===== src/rtl/reg_op_sequencer.sv =====
// Four-state register-file operation sequencer: accepts one ALU request, reads two
// operands, executes, then writes the result back to the destination register.
module reg_op_sequencer (
  input  logic       clk,
  input  logic       reset,
  input  logic       op_valid,
  output logic       op_ready,
  input  logic [2:0] op_code,
  input  logic [3:0] op_rd,
  input  logic [3:0] op_rs1,
  input  logic [3:0] op_rs2,
  output logic [3:0] reg1_read_addr,
  output logic [3:0] reg2_read_addr,
  input  logic [7:0] reg1_read_data_in,
  input  logic [7:0] reg2_read_data_in,
  output logic [3:0] reg_write_address_out,
  output logic [7:0] reg_write_data_out,
  output logic       reg_write_enable,
  output logic [7:0] result,
  output logic       flag_c,
  output logic       flag_z,
  output logic       done
);

  typedef enum logic [1:0] {IDLE, READ, EXEC, WRITE} state_t;

  localparam logic [2:0] OP_ADD = 3'b000;
  localparam logic [2:0] OP_SUB = 3'b001;
  localparam logic [2:0] OP_AND = 3'b010;
  localparam logic [2:0] OP_OR  = 3'b011;
  localparam logic [2:0] OP_XOR = 3'b100;
  localparam logic [2:0] OP_SHL = 3'b101;
  localparam logic [2:0] OP_SHR = 3'b110;
  localparam logic [2:0] OP_CMP = 3'b111;

  state_t     state_q, state_d;
  logic       accept;
  logic [2:0] code_q;
  logic [3:0] rd_q;
  logic [3:0] raddr1_q, raddr2_q;
  logic [7:0] a_q, b_q;
  logic [7:0] result_q;
  logic       c_q, z_q;
  logic [7:0] alu_res;
  logic       alu_c;

  always_comb begin
    alu_res = 8'h00;
    alu_c   = 1'b0;
    case (code_q)
      OP_ADD: {alu_c, alu_res} = {1'b0, a_q} + {1'b0, b_q};
      OP_SUB,
      OP_CMP: begin
        alu_res = a_q - b_q;
        alu_c   = (a_q < b_q);
      end
      OP_AND: alu_res = a_q & b_q;
      OP_OR:  alu_res = a_q | b_q;
      OP_XOR: alu_res = a_q ^ b_q;
      OP_SHL: begin
        alu_res = {a_q[6:0], 1'b0};
        alu_c   = a_q[7];
      end
      OP_SHR: begin
        alu_res = {1'b0, a_q[7:1]};
        alu_c   = a_q[0];
      end
      default: ;
    endcase
  end

  always_comb begin
    state_d = state_q;
    accept  = 1'b0;
    case (state_q)
      IDLE: begin
        if (op_valid) begin
          accept  = 1'b1;
          state_d = READ;
        end
      end
      READ:    state_d = EXEC;
      EXEC:    state_d = WRITE;
      WRITE:   state_d = IDLE;
      default: state_d = IDLE;
    endcase
  end

  always_ff @(posedge clk or negedge reset) begin
    if (!reset) begin
      state_q  <= IDLE;
      code_q   <= 3'b000;
      rd_q     <= 4'h0;
      raddr1_q <= 4'h0;
      raddr2_q <= 4'h0;
      a_q      <= 8'h00;
      b_q      <= 8'h00;
      result_q <= 8'h00;
      c_q      <= 1'b0;
      z_q      <= 1'b0;
    end else begin
      state_q <= state_d;
      // The read addresses double as the latched source fields, so they hold outside READ.
      if (accept) begin
        code_q   <= op_code;
        rd_q     <= op_rd;
        raddr1_q <= op_rs1;
        raddr2_q <= op_rs2;
      end
      if (state_q == READ) begin
        a_q <= reg1_read_data_in;
        b_q <= reg2_read_data_in;
      end
      if (state_q == EXEC) begin
        result_q <= alu_res;
        c_q      <= alu_c;
        z_q      <= (alu_res == 8'h00);
      end
    end
  end

  assign op_ready              = (state_q == IDLE);
  assign reg1_read_addr        = raddr1_q;
  assign reg2_read_addr        = raddr2_q;
  assign reg_write_address_out = rd_q;
  assign reg_write_data_out    = result_q;
  assign reg_write_enable      = (state_q == WRITE) && (code_q != OP_CMP);
  assign done                  = (state_q == WRITE);
  assign result                = result_q;
  assign flag_c                = c_q;
  assign flag_z                = z_q;

endmodule


===== config.mk =====
export PLATFORM = sky130hd
export DESIGN_NAME = reg_op_sequencer
export DESIGN_NICKNAME = d
export VERILOG_FILES = /design/src/rtl/reg_op_sequencer.sv
export SDC_FILE = /design/constraint.sdc
export NUM_CORES = 1
export LEC_CHECK = 0
export CAP_MARGIN = 15
export CORE_MARGIN = 3
export CORE_UTILIZATION = 50
export CTS_BUF_LIST = sky130_fd_sc_hd__clkbuf_16
export DETAILED_ROUTE_END_ITERATION = 10
export PLACE_DENSITY = 0.79
export RECOVER_POWER = 50
export SYNTH_ARGS = -nofsm -noshare
export SYNTH_HDL_FRONTEND = slang
export SYNTH_SLANG_ARGS = --single-unit
export TNS_END_PERCENT = 1

===== constraint.sdc =====
create_clock -name clk -period 4.65 [get_ports clk]
set_input_delay 1.1625 -clock clk [delete_from_list [all_inputs] [get_ports clk]]
set_output_delay 1.1625 -clock clk [all_outputs]
set_load 0.02 [all_outputs]

==> results of run 1 <==
==> cell usage in the layout, fill, tap and decap left out, types with 2 or more instances in the layout <==
master	Yosys	final
a211o_1	2	2
a211oi_1	4	4
a21o_1	3	3
a21oi_1	15	15
a221o_1	3	3
a221oi_1	5	5
a22oi_1	3	3
a31oi_1	4	4
and2_1	2	2
clkbuf_16	0	5
clkdlybuf4s50_1	0	64
dfrtp_1	43	43
fa_1	2	2
ha_1	28	28
inv_1	25	26
mux2_1	12	12
mux2_2	9	9
mux2i_1	3	3
nand2_1	25	25
nand2b_1	8	8
nand3_1	8	8
nor2_1	24	24
nor2b_1	7	7
nor3_1	5	5
nor3b_1	2	2
o21ai_0	21	21
o21ai_1	4	4
o21bai_1	2	2
o22ai_1	3	3
o31ai_1	3	3
xnor2_1	3	3
xor2_1	3	3
==> registers in the layout (all words and copies together), names as in the netlist <==
signal	cells
a_q	8
reg2_read_addr	4
reg_write_data_out	8
code_q	3
flag_z	1
state_q	2
reg1_read_addr	4
reg_write_address_out	4
flag_c	1
b_q	8
==> per-stage QoR <==
| step | setup slack, ns | cell area [sq um] | hold slack (ns) |
|---|---|---|---|
| after detailed placement | 1.76 | 3590 | 0.481 |
| after global placement | 1.81 | 3590 | 0.473 |
| final | 1.44 | 3730 | 0.491 |
| after floorplan | 2.12 | 2970 | 0.552 |
| after CTS | 1.45 | 3730 | 0.495 |
| after global routing | 1.16 | 3730 | 0.502 |
==> worst paths after layout <==
path	startpoint	to	cells past startpoint
max	code_q[0]	reg_write_enable	3
max in group asynchronous	reset	a_q[0]	1
min in group asynchronous	reset	reg_write_address_out[2]	1
min reg2reg	reg2_read_addr[0]	reg2_read_addr[0]	1
min	reg2_read_addr[0]	reg2_read_addr[0]	1
max reg2reg	code_q[1]	flag_z	6
==> layer usage <==
metal	track usage, %	vias up	wire length [um]
li1	-	1218	-
met1	27.7	1170	3030
met2	32.6	87	3340
met3	3.47	12	383
met4	8.32	0	104
met5	0	-	0
==> power groups by stage <==
stage          Clock (mW)  Sequential (mW)  Combinational, mW
3_5_place_dp            0            0.797               2.05
3_3_place_gp            0            0.781               2.02
4_1_cts             0.351            0.791               2.08
5_1_grt             0.367            0.832               2.29
6_report            0.344            0.792               2.08
2_1_floorplan           0            0.817               1.43
==> critical path: cells and delay by family (launching register included) <==
family	cells	cell delay, ns
flops	1	0.84
buf+inv	1	0.54
simple gates	2	0.38
==> area by class of cell <==
cell class              instances  area (sq um)
fillers                       478          1880
clock inverters                 3          16.3
repair buffers                 66           654
inverters                      26          97.6
well taps                      72          90.1
multi-input cells             229          1670
clock buffers                   5           125
flip-flops and latches         43          1080
==> cells by family after synthesis <==
group,count (synthesis),synth area share [%]
and+or+nand+nor,86,13.7
AOI/OAI and AO/OA,83,18.6
buffers and inverters,50,7.51
DFF,43,36.3
adders and majority gates,30,13.2
muxes,24,8.98
xor gates and xnor gates,6,1.77
==> impl_metrics.toml, run 1 <==
[placed_design]
port_buffers = 66
dp_hpwl_um = 5020
dp.cells = 436
gp_congestion = 0.922

[power]
leakagePower_nw = 1.63
intPower_mw = 1.70
p_comb_share_pct = 64.6
switchingPower_mw = 1.51
seqPwrFrac_pct = 24.7
p_clk_share_pct = 10.7
max-vdd-ir-drop_mv = 0.388
switching_share_pct = 47.1
p_per_area_nw_per_um2 = 862
power_mw = 3.21

[clocking]
cts_setup_buffers = 0
htree_levels = 2
cts.clk_slew.worst_paths_ns = 0.06
clock_path_buffers = 2
cts.sinks = 43
tritoncts = "done"
hold_buffers = 0
numCtsBuffers = 5
cts-resized-gates = 0
clk_latency_ns = 0.29
cts_root_buf = "clkbuf_16"

[worst_setup_path]
worst_path_largest_cell_delay_ns = 0.84
critPathLaunchType = "flop"
crit_required_ns = 3.49
crit_chain = "nand3_1 -> and2_1 -> clkdlybuf4s50_1"
end_kind = "output port"
crit_type = "reg2out"
cpMaxStageDelayCell = "dfrtp_1"
critPathMaxFanout = 25
r2r_setup_slack_ns = 1.79
crit_arrival_ns = 2.05

[logic_synthesis]
ys_seq_elements = 43
netlist.area_leader.share_pct = 36.3
yosysTopAreaCell = "dfrtp_1"
synthCells = 322
seq_area_frac_synth_pct = 36.3
postSynthAreaPerCell_sq_um = 9.21
synth_edf_count = 0
yosysUniqueCellTypes = 51
synth_common_cells = "dfrtp_1 (43), ha_1 (28), inv_1 (25), nand2_1 (25), nor2_1 (24)"
ys_top_cells_by_area = "dfrtp_1 (36%), ha_1 (12%), mux2_1 (4.6%)"
ys_dominant_reg_cell = "dfrtp_1"
postSynth.asyncResetShare_pct = 100
synth_nets = 386
syn_area_sq_um = 2970
synth_warnings = 0
synth.most_common_cell = "dfrtp_1"

[routing]
wire_per_inst_um = 15.5
viasPerCell = 5.60
drt_pass1_iterations = 4
post-route-drc-count = 0
drtIter0Drc = 240
num_vias = 2487
final_antenna_net_count = 0
drt_wl_total_um = 6860

[sta]
finalHoldViolations = 0
rsz0062_at_grt = "false"
setup_violations = 0
skew_ns = 0.00447
slew_headroom_pct = -56.1
fin_crit_sh_pct = 69.1
post-route-min-period_ns = 3.21
fin_tns_setup_ns = 0
slew_violations = 44
worstMarginPinSlew_ns = 2.34
max_freq_mhz = 311

[global_routing]
grt_pass1_vias = 2400
grt-ovfl-total = 0
antenna_found_initial = 0
grt_first_pass_wirelength_um = 11800
grt_usage_pct = 20.5
grt_start_max_net_pins = 44

[status]
status = "finished, violations left"
violations = "max-capacitance violations, max-slew violations"

[final_layout]
drive_above_1_share_pct = 4.84
post-route-util_pct = 66.5
final_nets = 435
syn_to_final_growth_pct = 25.6
fin_cells = 444
diodes = 0

[die]
boundaryPins = 67
die_x_um = 83.0
initial_utilization_pct = 52.9
die_area_sq_um = 6890
coreArea_sq_um = 5610
rows = 27
die_y_um = 83.0

[job]
maxCapViolCount = 1

[hold_path]
hold_path.class = "reg2reg"
(Power assumes the default switching activity.)
==> inputs of run 2 (changes only) <==
- clock period: 4.65 -> 3.21 ns (I/O delays scaled with it)
==> run 2 against run 1 <==
Effect of this change: the run still ends with max-capacitance violations, max-slew violations left; sequential power rose by 40%; sequential cell count did not move; via count rose by 1.4%; sequential share of layout area fell by 0.17 points; non-clock buffer count rose by 3; total power rose by 46%; die area did not move; cell count rose by 0.68%; first-iteration DRC count fell by 17%; clock skew rose by 0.0038 ns; register-to-register slack got worse by 1.3 ns; largest cell class unchanged.
==> impl_metrics.toml, run 2 (synthesized netlist as in run 1, its figures left out) <==
[routing]
wire_per_inst_um = 15.9
num_vias = 2522
drt_wl_total_um = 7120
viasPerCell = 5.64
post-route-drc-count = 0
final_antenna_net_count = 0
drt_pass1_iterations = 5
drtIter0Drc = 200

[hold_path]
hold_path.class = "reg2reg"

[final_layout]
post-route-cell-area_sq_um = 3750
diodes = 0
drive_above_1_share_pct = 5.60
layout_common_cells = "clkdlybuf4s50_1 (64), dfrtp_1 (43), ha_1 (28), inv_1 (26), nand2_1 (25)"
final_common_cell = "clkdlybuf4s50_1"
syn_to_final_growth_pct = 26.4
final_nets = 438

[global_routing]
grt-ovfl-total = 0
grt_first_pass_wirelength_um = 12200
grt_start_max_net_pins = 44
antenna_found_initial = 0
grt_usage_pct = 21.3
grt_pass1_vias = 2469

[clocking]
clk_latency_ns = 0.28
hold_buffers = 0
cts_root_buf = "clkbuf_16"
clock_path_buffers = 2
numCtsBuffers = 5
cts_setup_buffers = 0
htree_levels = 2
cts.clk_slew.worst_paths_ns = 0.06
cts-resized-gates = 0
cts.sinks = 43
tritoncts = "done"

[die]
die_x_um = 83.0
rows = 27
boundaryPins = 67
coreArea_sq_um = 5610
initial_utilization_pct = 52.9
die_area_sq_um = 6890
die_y_um = 83.0

[sta]
rsz0062_at_grt = "false"
slew_violations = 44
worstMarginPinSlew_ns = 2.25
setup_violations = 0
finalHoldViolations = 0
skew_ns = 0.00825
post-route-min-period_ns = 2.84
fin_crit_sh_pct = 88.5
max_freq_mhz = 352
fin_tns_setup_ns = 0
slew_headroom_pct = -50.1

[worst_setup_path]
crit_required_ns = 2.41
worst-path-stages = 3
reg2regPathDepth = 9
worst_path_largest_cell_delay_ns = 0.82
cpMaxStageDelayCell = "dfrtp_1"
crit_chain = "nand3_1 -> and2_1 -> clkdlybuf4s50_1"
rr_endpoint = "reg_write_data_out[7]"
end_kind = "output port"
crit_family = "flip-flops"
path_buf_inv = 1
critPathCapture = "reg_write_enable"
cp-startpoint = "code_q[0]"
reg2reg_from = "a_q[1]"
r2r_setup_slack_ns = 0.47
crit_type = "reg2out"
crit_arrival_ns = 2.04
critPathLaunchType = "flop"
critPathMaxFanout = 25

[placed_design]
post_dp_cell_area_sq_um = 3610
port_buffers = 66
dp_hpwl_um = 5390
gp_congestion = 0.916

[status]
violations = "max-capacitance violations, max-slew violations"
status = "finished, violations left"

[power]
leakagePower_nw = 1.64
p_per_area_nw_per_um2 = 1250
power_mw = 4.70
max-vdd-ir-drop_mv = 0.562

[job]
maxCapViolCount = 1
run 2: worst min path at each step:
stage	from	to	slack [ns]	cells after the start
after floorplan	reset	a_q[0]	0.51	0
after global placement	flag_z	flag_z	0.47	2
after detailed placement	flag_z	flag_z	0.47	2
after CTS	flag_z	flag_z	0.49	2
after global routing	reg2_read_addr[3]	reg2_read_addr[3]	0.52	1
final	flag_z	flag_z	0.49	2
run 2: layout make-up:
type	instances	area [sq um]
Clock buffer	5	125
Clock inverter	3	16.3
Fill cell	454	1860
Inverter	26	97.6
Multi-Input combinational cell	229	1670
Sequential cell	43	1080
Tap cell	72	90.1
Timing Repair Buffer	69	677
run 2: per-layer routing:
metal	share of wire [%]	vias to the layer above	track usage (%)	routed length, um
met5	0	-	0	0
met4	1.2	0	5.50	85
met3	4.4	9	3.47	313
met2	50	85	35.7	3540
met1	45	1203	28.7	3180
li1	-	1225	-	-
run 2: through the flow:
step	hold slack (ns)	instances	util [%]	setup slack, ns
floorplan	0.507	322	-	0.683
global placement	0.472	439	64.4	0.563
detailed placement	0.473	439	64.4	0.495
CTS	0.489	447	66.9	0.366
global route	0.518	447	66.9	0.175
finish	0.488	447	66.9	0.370
run 2: where the power goes:
group / leakage, nW / total (mW) / switching, mW / internal (mW)
sequential: 0.514 / 1.11 / 0.287 / 0.820
clock: 0.0710 / 0.490 / 0.206 / 0.284
combinational: 1.06 / 3.10 / 1.73 / 1.38
run 2: worst reg2reg max path: stages, from the launching register on:
cell	delay [ns]
dfrtp_1	0.49
inv_1	0.12
ha_1	0.35
a211oi_2	0.23
nor3b_1	0.12
or4_1	0.41
a31oi_1	0.21
xnor2_1	0.09
a221o_1	0.34
mux2_2	0.26
==> inputs of run 3 (changes only) <==
- ABC_CLOCK_PERIOD_IN_PS: default -> 3210
==> results of run 3 <==
No change in the layout: final DEF, timing and power equal those of run 2.
